$ cat src/rtl/console_pkg.sv
// Shared constants and types for the console UART sink on the CPU data bus.
package console_pkg;

    localparam logic [31:0] FINI_CODE_DEFAULT = 32'h0002_0000;
    localparam int          SEL_BIT           = 31;
    localparam int          FRAME_BITS        = 10;

    typedef enum logic [1:0] {
        IDLE  = 2'd0,
        START = 2'd1,
        DATA  = 2'd2,
        STOP  = 2'd3
    } uart_state_t;

endpackage

$ cat src/rtl/console_fifo.sv
// Synchronous character FIFO; an extra pointer bit separates full from empty.
module console_fifo #(
    parameter int DEPTH = 16,
    parameter int WIDTH = 8
) (
    input  logic                     clk,
    input  logic                     rst_n,
    input  logic                     push,
    input  logic [WIDTH-1:0]         wdata,
    input  logic                     pop,
    output logic [WIDTH-1:0]         rdata,
    output logic                     full,
    output logic                     empty,
    output logic [$clog2(DEPTH):0]   count
);

    localparam int AW = $clog2(DEPTH);

    logic [WIDTH-1:0] mem_r [DEPTH];
    logic [AW:0]      wr_ptr_r;
    logic [AW:0]      rd_ptr_r;
    logic             push_ok_s;
    logic             pop_ok_s;

    assign count     = wr_ptr_r - rd_ptr_r;
    assign empty     = (wr_ptr_r == rd_ptr_r);
    assign full      = (wr_ptr_r[AW] != rd_ptr_r[AW]) && (wr_ptr_r[AW-1:0] == rd_ptr_r[AW-1:0]);
    assign push_ok_s = push & ~full;
    assign pop_ok_s  = pop & ~empty;
    assign rdata     = mem_r[rd_ptr_r[AW-1:0]];

    // Pointer update; a push at full is refused even when a pop happens alongside.
    always_ff @(posedge clk or negedge rst_n) begin
        if (!rst_n) begin
            wr_ptr_r <= '0;
            rd_ptr_r <= '0;
        end else begin
            if (push_ok_s) begin
                wr_ptr_r <= wr_ptr_r + {{AW{1'b0}}, 1'b1};
            end
            if (pop_ok_s) begin
                rd_ptr_r <= rd_ptr_r + {{AW{1'b0}}, 1'b1};
            end
        end
    end

    // Storage array, written only on accepted pushes.
    always_ff @(posedge clk) begin
        if (push_ok_s) begin
            mem_r[wr_ptr_r[AW-1:0]] <= wdata;
        end
    end

endmodule

$ cat src/rtl/console_uart_tx.sv
// Console sink: decodes MMIO stores, queues characters and serializes them 8N1,
// then reports the finish request once everything queued has left the pin.
module console_uart_tx
    import console_pkg::*;
#(
    parameter int          BAUD_DIV   = 868,
    parameter int          FIFO_DEPTH = 16,
    parameter logic [31:0] FINI_CODE  = FINI_CODE_DEFAULT
) (
    input  logic        clk_i,
    input  logic        rst_ni,
    input  logic [31:0] dbus_addr_i,
    input  logic        dbus_wvalid_i,
    input  logic [31:0] dbus_wdata_i,
    output logic        dbus_wready_o,
    output logic        txd_o,
    output logic        busy_o,
    output logic        fini_o,
    output logic        drop_o
);

    localparam int CW = $clog2(FIFO_DEPTH);

    uart_state_t state_r;
    logic [15:0] baud_cnt_r;
    logic [2:0]  bit_idx_r;
    logic [7:0]  shift_r;
    logic        txd_r;
    logic        drop_r;
    logic        fini_pending_r;

    logic        sel_s;
    logic        wready_s;
    logic        accept_s;
    logic        is_fini_s;
    logic        push_s;
    logic        pop_s;
    logic        last_s;
    logic        fifo_full_s;
    logic        fifo_empty_s;
    logic [7:0]  fifo_rdata_s;
    logic [CW:0] fifo_count_s;
    logic [30:0] unused_addr_s;

    assign unused_addr_s = dbus_addr_i[30:0];

    // wready depends on registered state only, so the core sees no comb loop.
    assign sel_s     = dbus_wvalid_i & dbus_addr_i[SEL_BIT];
    assign wready_s  = ~fifo_full_s & ~fini_pending_r;
    assign accept_s  = sel_s & wready_s;
    assign is_fini_s = (dbus_wdata_i == FINI_CODE);
    assign push_s    = accept_s & ~is_fini_s;
    assign last_s    = (baud_cnt_r == 16'(BAUD_DIV - 1));
    assign pop_s     = ~fifo_empty_s & ((state_r == IDLE) | ((state_r == STOP) & last_s));

    assign dbus_wready_o = wready_s;
    assign txd_o         = txd_r;
    assign drop_o        = drop_r;
    assign busy_o        = (fifo_count_s != '0) | (state_r != IDLE);
    // Once pending with nothing queued and the FSM idle, no push can reopen the pipe: sticky.
    assign fini_o        = fini_pending_r & fifo_empty_s & (state_r == IDLE);

    console_fifo #(
        .DEPTH (FIFO_DEPTH),
        .WIDTH (8)
    ) u_fifo (
        .clk   (clk_i),
        .rst_n (rst_ni),
        .push  (push_s),
        .wdata (dbus_wdata_i[7:0]),
        .pop   (pop_s),
        .rdata (fifo_rdata_s),
        .full  (fifo_full_s),
        .empty (fifo_empty_s),
        .count (fifo_count_s)
    );

    // Serializer FSM with dbus bookkeeping; txd is driven from a flop.
    always_ff @(posedge clk_i or negedge rst_ni) begin
        if (!rst_ni) begin
            state_r        <= IDLE;
            baud_cnt_r     <= 16'd0;
            bit_idx_r      <= 3'd0;
            shift_r        <= 8'd0;
            txd_r          <= 1'b1;
            drop_r         <= 1'b0;
            fini_pending_r <= 1'b0;
        end else begin
            drop_r <= sel_s & ~wready_s;
            if (accept_s && is_fini_s) begin
                fini_pending_r <= 1'b1;
            end
            case (state_r)
                IDLE: begin
                    baud_cnt_r <= 16'd0;
                    bit_idx_r  <= 3'd0;
                    if (pop_s) begin
                        shift_r <= fifo_rdata_s;
                        txd_r   <= 1'b0;
                        state_r <= START;
                    end else begin
                        txd_r   <= 1'b1;
                    end
                end
                START: begin
                    if (last_s) begin
                        baud_cnt_r <= 16'd0;
                        txd_r      <= shift_r[0];
                        state_r    <= DATA;
                    end else begin
                        baud_cnt_r <= baud_cnt_r + 16'd1;
                    end
                end
                DATA: begin
                    if (last_s) begin
                        baud_cnt_r <= 16'd0;
                        if (bit_idx_r == 3'(FRAME_BITS - 3)) begin
                            txd_r   <= 1'b1;
                            state_r <= STOP;
                        end else begin
                            bit_idx_r <= bit_idx_r + 3'd1;
                            shift_r   <= {1'b0, shift_r[7:1]};
                            txd_r     <= shift_r[1];
                        end
                    end else begin
                        baud_cnt_r <= baud_cnt_r + 16'd1;
                    end
                end
                STOP: begin
                    if (last_s) begin
                        baud_cnt_r <= 16'd0;
                        bit_idx_r  <= 3'd0;
                        // Chain straight into the next frame when more characters wait.
                        if (pop_s) begin
                            shift_r <= fifo_rdata_s;
                            txd_r   <= 1'b0;
                            state_r <= START;
                        end else begin
                            txd_r   <= 1'b1;
                            state_r <= IDLE;
                        end
                    end else begin
                        baud_cnt_r <= baud_cnt_r + 16'd1;
                    end
                end
                default: begin
                    baud_cnt_r <= 16'd0;
                    txd_r      <= 1'b1;
                    state_r    <= IDLE;
                end
            endcase
        end
    end

endmodule
$ cat config.mk
export PLATFORM = sky130hd
export DESIGN_NAME = console_uart_tx
export DESIGN_NICKNAME = d
export VERILOG_FILES = /design/src/rtl/console_pkg.sv /design/src/rtl/console_fifo.sv /design/src/rtl/console_uart_tx.sv
export SDC_FILE = /design/constraint.sdc
export NUM_CORES = 1
export LEC_CHECK = 0
export BUFFER_PORTS_ARGS = -buffer_cell sky130_fd_sc_hd__buf_2
export CAP_MARGIN = 20
export CORE_ASPECT_RATIO = 1.4
export CORE_MARGIN = 4
export CORE_UTILIZATION = 45
export DETAILED_ROUTE_END_ITERATION = 7
export SLEW_MARGIN = 20
export SYNTH_ARGS = -nofsm -noshare
export SYNTH_HDL_FRONTEND = slang
export SYNTH_HIERARCHICAL = 1
export SYNTH_SLANG_ARGS = --single-unit
$ cat constraint.sdc
create_clock -name clk_i -period 3.49 [get_ports clk_i]
set_input_delay 0.698 -clock clk_i [delete_from_list [all_inputs] [get_ports clk_i]]
set_output_delay 0.698 -clock clk_i [all_outputs]
set_load 0.02 [all_outputs]
==> summary.md <==
| Metric | Value |
|---|---|
| Reg2reg end | `u_fifo/mem_r[0][1]` |
| CTS clock-pin slew for the worst setup and hold paths | `0.07 ns` |
| Peak supply drop | `0.3729 mV` |
| Netlist cell types | `58` |
| Setup WS pre-CTS | `0.4818 ns` |
| Register bit total from synthesis | `170` |
| Global-route usage over all layers | `17.45%` |
| Top cell type by total area after synthesis | `edfxtp_1` |
| Pre-antenna DRT Iters | `5` |
| First-pass GRT wire length | `25,120 microns` |
| Worst hold slack | `0.4237 ns` |
| Run status | `finished clean` |
| Core Box Area | `16,680 sq um` |
| Total CTS buffers | `17` |
| Met3 usage | `2.891%` |
| Vias/cell | `5.589` |
| Critical Path Source | `u_fifo/wr_ptr_r[0]` |
| PnR Total Power | `4.630 mW` |
| Worst setup SP type | `flip-flop` |
| Simple-gate share of the synthesized area | `8.261%` |
| Largest net degree at the start of global routing | `44` |
| Sequential area share after synthesis | `64.39%` |
| Worst Max-Slew Pin Slew | `0.9500 ns` |
| DR iter-0 viols | `236` |
| Period utilization | `94.05%` |
| H-tree depth | `4` |
| CP Class | `reg -> out` |
| CTS tree | `yes` |
| Synth Area in Adders | `3.061%` |
| Antenna-violating nets left | `0` |
| Mapped cell area | `7604 sq um` |
| Vias in the first global route | `4,481` |
| Synth top area cells | `edfxtp_1, dfrtp_1, mux4_2` |
| Max-slew headroom | `36.67%` |
| FMAX | `304.7 MHz` |
| Antenna cell count | `0` |
| Clock Path Buffers | `2` |
| Unrepaired setup endpoints after global routing | `false` |
| Largest family of logic cells by synthesized area | `multiplexers` |
| Net count after synthesis | `566` |
| Skew final | `0.01303 ns` |
| FF-to-FF Start | `u_fifo/wr_ptr_r[3]` |
| Multi-input gate area | `2469 sq um` |
| CP required | `2.79 ns` |
| Chip Height | `161.8 microns` |
| Crit path max-delay cell type | `dfrtp_1` |
| Top-area cell type share of the netlist area | `50.55%` |
| Final GP Congestion | `0.8094` |
| Max-cap violation count | `0` |
| Ys async rst share | `24.71%` |
| Compound-Gate Fraction of Synth Area | `5.019%` |
| Most Crowded Layer GR | `met2` |
| Crit path capture type | `output pin` |
| Tmin final | `3.282 ns` |
| Met1 GRT Util | `20.24%` |
| Final Net Count | `629` |
| R2R depth | `8` |
| Leakage power | `3.295 nW` |
| Total grt overflow | `0` |
| Post-Syn Instances | `481` |
| Vias | `4,248` |
| M2 GR Usage | `32.37%` |
| IO buf count | `40` |
| Worst skew pair latency | `0.42 ns` |
| Hold buffer count at CTS | `0` |
| Max stage delay on crit path | `0.43 ns` |
| PnR worst setup slack | `0.2077 ns` |
| Hpwl dp | `10,760 microns` |
| Cells along the critical path | `inv_2 -> ha_1 -> inv_1 -> fa_1 -> a21o_1 -> a21oi_1 -> xnor2_1 -> nor4_1 -> nand3b_1 -> buf_2` |
| Initial Utilization | `45.60%` |
| # clock sinks | `170` |
| CTS root buf | `clkbuf_16` |
| Post-synth EDFFs | `128` |
| Finish-stage setup viols | `0` |
| Main synth FF type | `edfxtp_1` |
| Hold crit path type | `in -> async` |
| WP data arrival | `2.58 ns` |
| Syn Area/Cell | `15.81 sq um` |
| Mux cell area share after synthesis | `13.03%` |
| Ys Warns | `6` |
| Power density cells | `535.1 nW/um^2` |
| Io pins | `72` |
| Fin. Hold Viols | `0` |
| Slew Limit Fails | `0` |
| Final wirelength | `15,930 microns` |
| Total negative slack | `0 ns` |
| FF+latch area | `4897 sq um` |
| P&R area growth vs syn | `13.79%` |
| Die Wd | `117.9 microns` |
| Cell Rows | `56` |
| Die area | `19,070 sq um` |
| DRC | `0` |
| WL per Instance | `20.96 microns` |
| Crit path max fanout | `4` |
| Initial antenna violation count | `0` |
| FILL cells | `1,400` |
| R2R Setup Slk | `0.52 ns` |
| Post-synthesis xor/xnor area fraction | `3.094%` |
| Share of layout cells above drive strength 1 | `24.24%` |
## registers in the layout, indices dropped and copies added, names as in the netlist, 2 cells and up
signal / flops
baud_cnt_r: 16
bit_idx_r: 3
shift_r: 8
state_r: 2
u_fifo/mem_r: 128
u_fifo/rd_ptr_r: 5
u_fifo/wr_ptr_r: 5
## how the worst max path moves through the flow
stage	endpoint	slack [ns]
CTS	busy_o	0.10
floorplan	u_fifo/mem_r[6][0]	0.45
global placement	u_fifo/mem_r[1][3]	0.53
detailed placement	u_fifo/mem_r[3][3]	0.48
global route	busy_o	0.07
finish	busy_o	0.21
## cells in the mapped netlist, types with 9 or more instances
cell,number
nor4_1,9
nand3_1,11
edfxtp_1,128
and3_1,12
xor2_1,9
o21ai_0,10
o21ai_1,11
mux2i_1,24
ha_1,17
mux4_2,14
dfrtp_1,41
mux4_1,10
inv_1,14
mux2_2,14
xnor2_1,16
nor2_1,30
nand2_1,17
## where the power goes
part           leakage (nW)  internal [mW]  switching [mW]
Sequential             1.69           2.28          0.0789
Combinational          1.33          0.200           0.279
Clock                 0.278          0.999           0.792
Total                  3.29           3.48            1.15
## cell type report
| type | count | share of cell area, % |
|---|---|---|
| tap | 203 | 2.936 |
| clock buffer | 18 | 4.960 |
| inverter | 14 | 0.6074 |
| timing repair buffer | 64 | 4.830 |
| sequential | 170 | 56.60 |
| clock inverter | 14 | 1.533 |
| multi-input combinational | 277 | 28.53 |
## cell families (layout without fill, tap and decap cells)
family                   count (synthesis)  count (layout)
buffers and inverters                   34             110
XOR/XNOR                                26              26
multiplexers                            63              63
flip-flops                             170             170
AO/OA/AOI/OAI                           54              54
AND/OR/NAND/NOR                        116             116
adder cells (fa/ha/maj)                 18              18
## worst max-delay path: cells and delay by family (launching register included)
kind / cells / cell delay [ns]
AOI/OAI and AO/OA: 2 / 0.38
xor gates and xnor gates: 1 / 0.09
adders and majority gates: 2 / 0.56
buffers and inverters: 3 / 0.36
DFF: 1 / 0.43
and+or+nand+nor: 2 / 0.34
## metal layers
layer / vias up / wire length, microns
met5: - / 0
met4: 0 / 315
met3: 16 / 445
met2: 71 / 8944
met1: 2171 / 6221
li1: 1990 / -
## cells in the final DEF, fill, tap and decap left out, types with 6 or more instances in the layout
cell | synthesis | layout
nor2_1 | 30 | 30
ha_1 | 17 | 17
and3_1 | 12 | 12
a221oi_1 | 7 | 7
mux4_1 | 10 | 10
o21ai_0 | 10 | 10
inv_1 | 14 | 13
buf_2 | 5 | 40
inv_6 | 0 | 7
and2_1 | 7 | 7
nor3b_1 | 6 | 6
nand3_1 | 11 | 11
nand4_1 | 7 | 7
clkbuf_16 | 0 | 17
nand2_1 | 17 | 17
o21ai_1 | 11 | 11
edfxtp_1 | 128 | 128
mux4_2 | 14 | 14
xor2_1 | 9 | 9
mux2i_1 | 24 | 24
buf_4 | 1 | 21
mux2_2 | 14 | 14
dfrtp_1 | 41 | 40
xnor2_1 | 16 | 16
nor4_1 | 9 | 9
## timing repair
item,in CTS,in global routing
setup endpoints to repair,0,1
gates resized for setup,0,1
setup buffers,0,0
endpoints found under the hold margin,0,0
## through the flow
step	std cells	cell area, sq um	util, %
after detailed placement	728	8090	48.51
after global routing	760	8652	51.88
after CTS	760	8652	51.88
after floorplan	481	7604	-
after global placement	728	8090	48.51
final	760	8652	51.88
No activity file was read; power rests on OpenSTA's default activity.
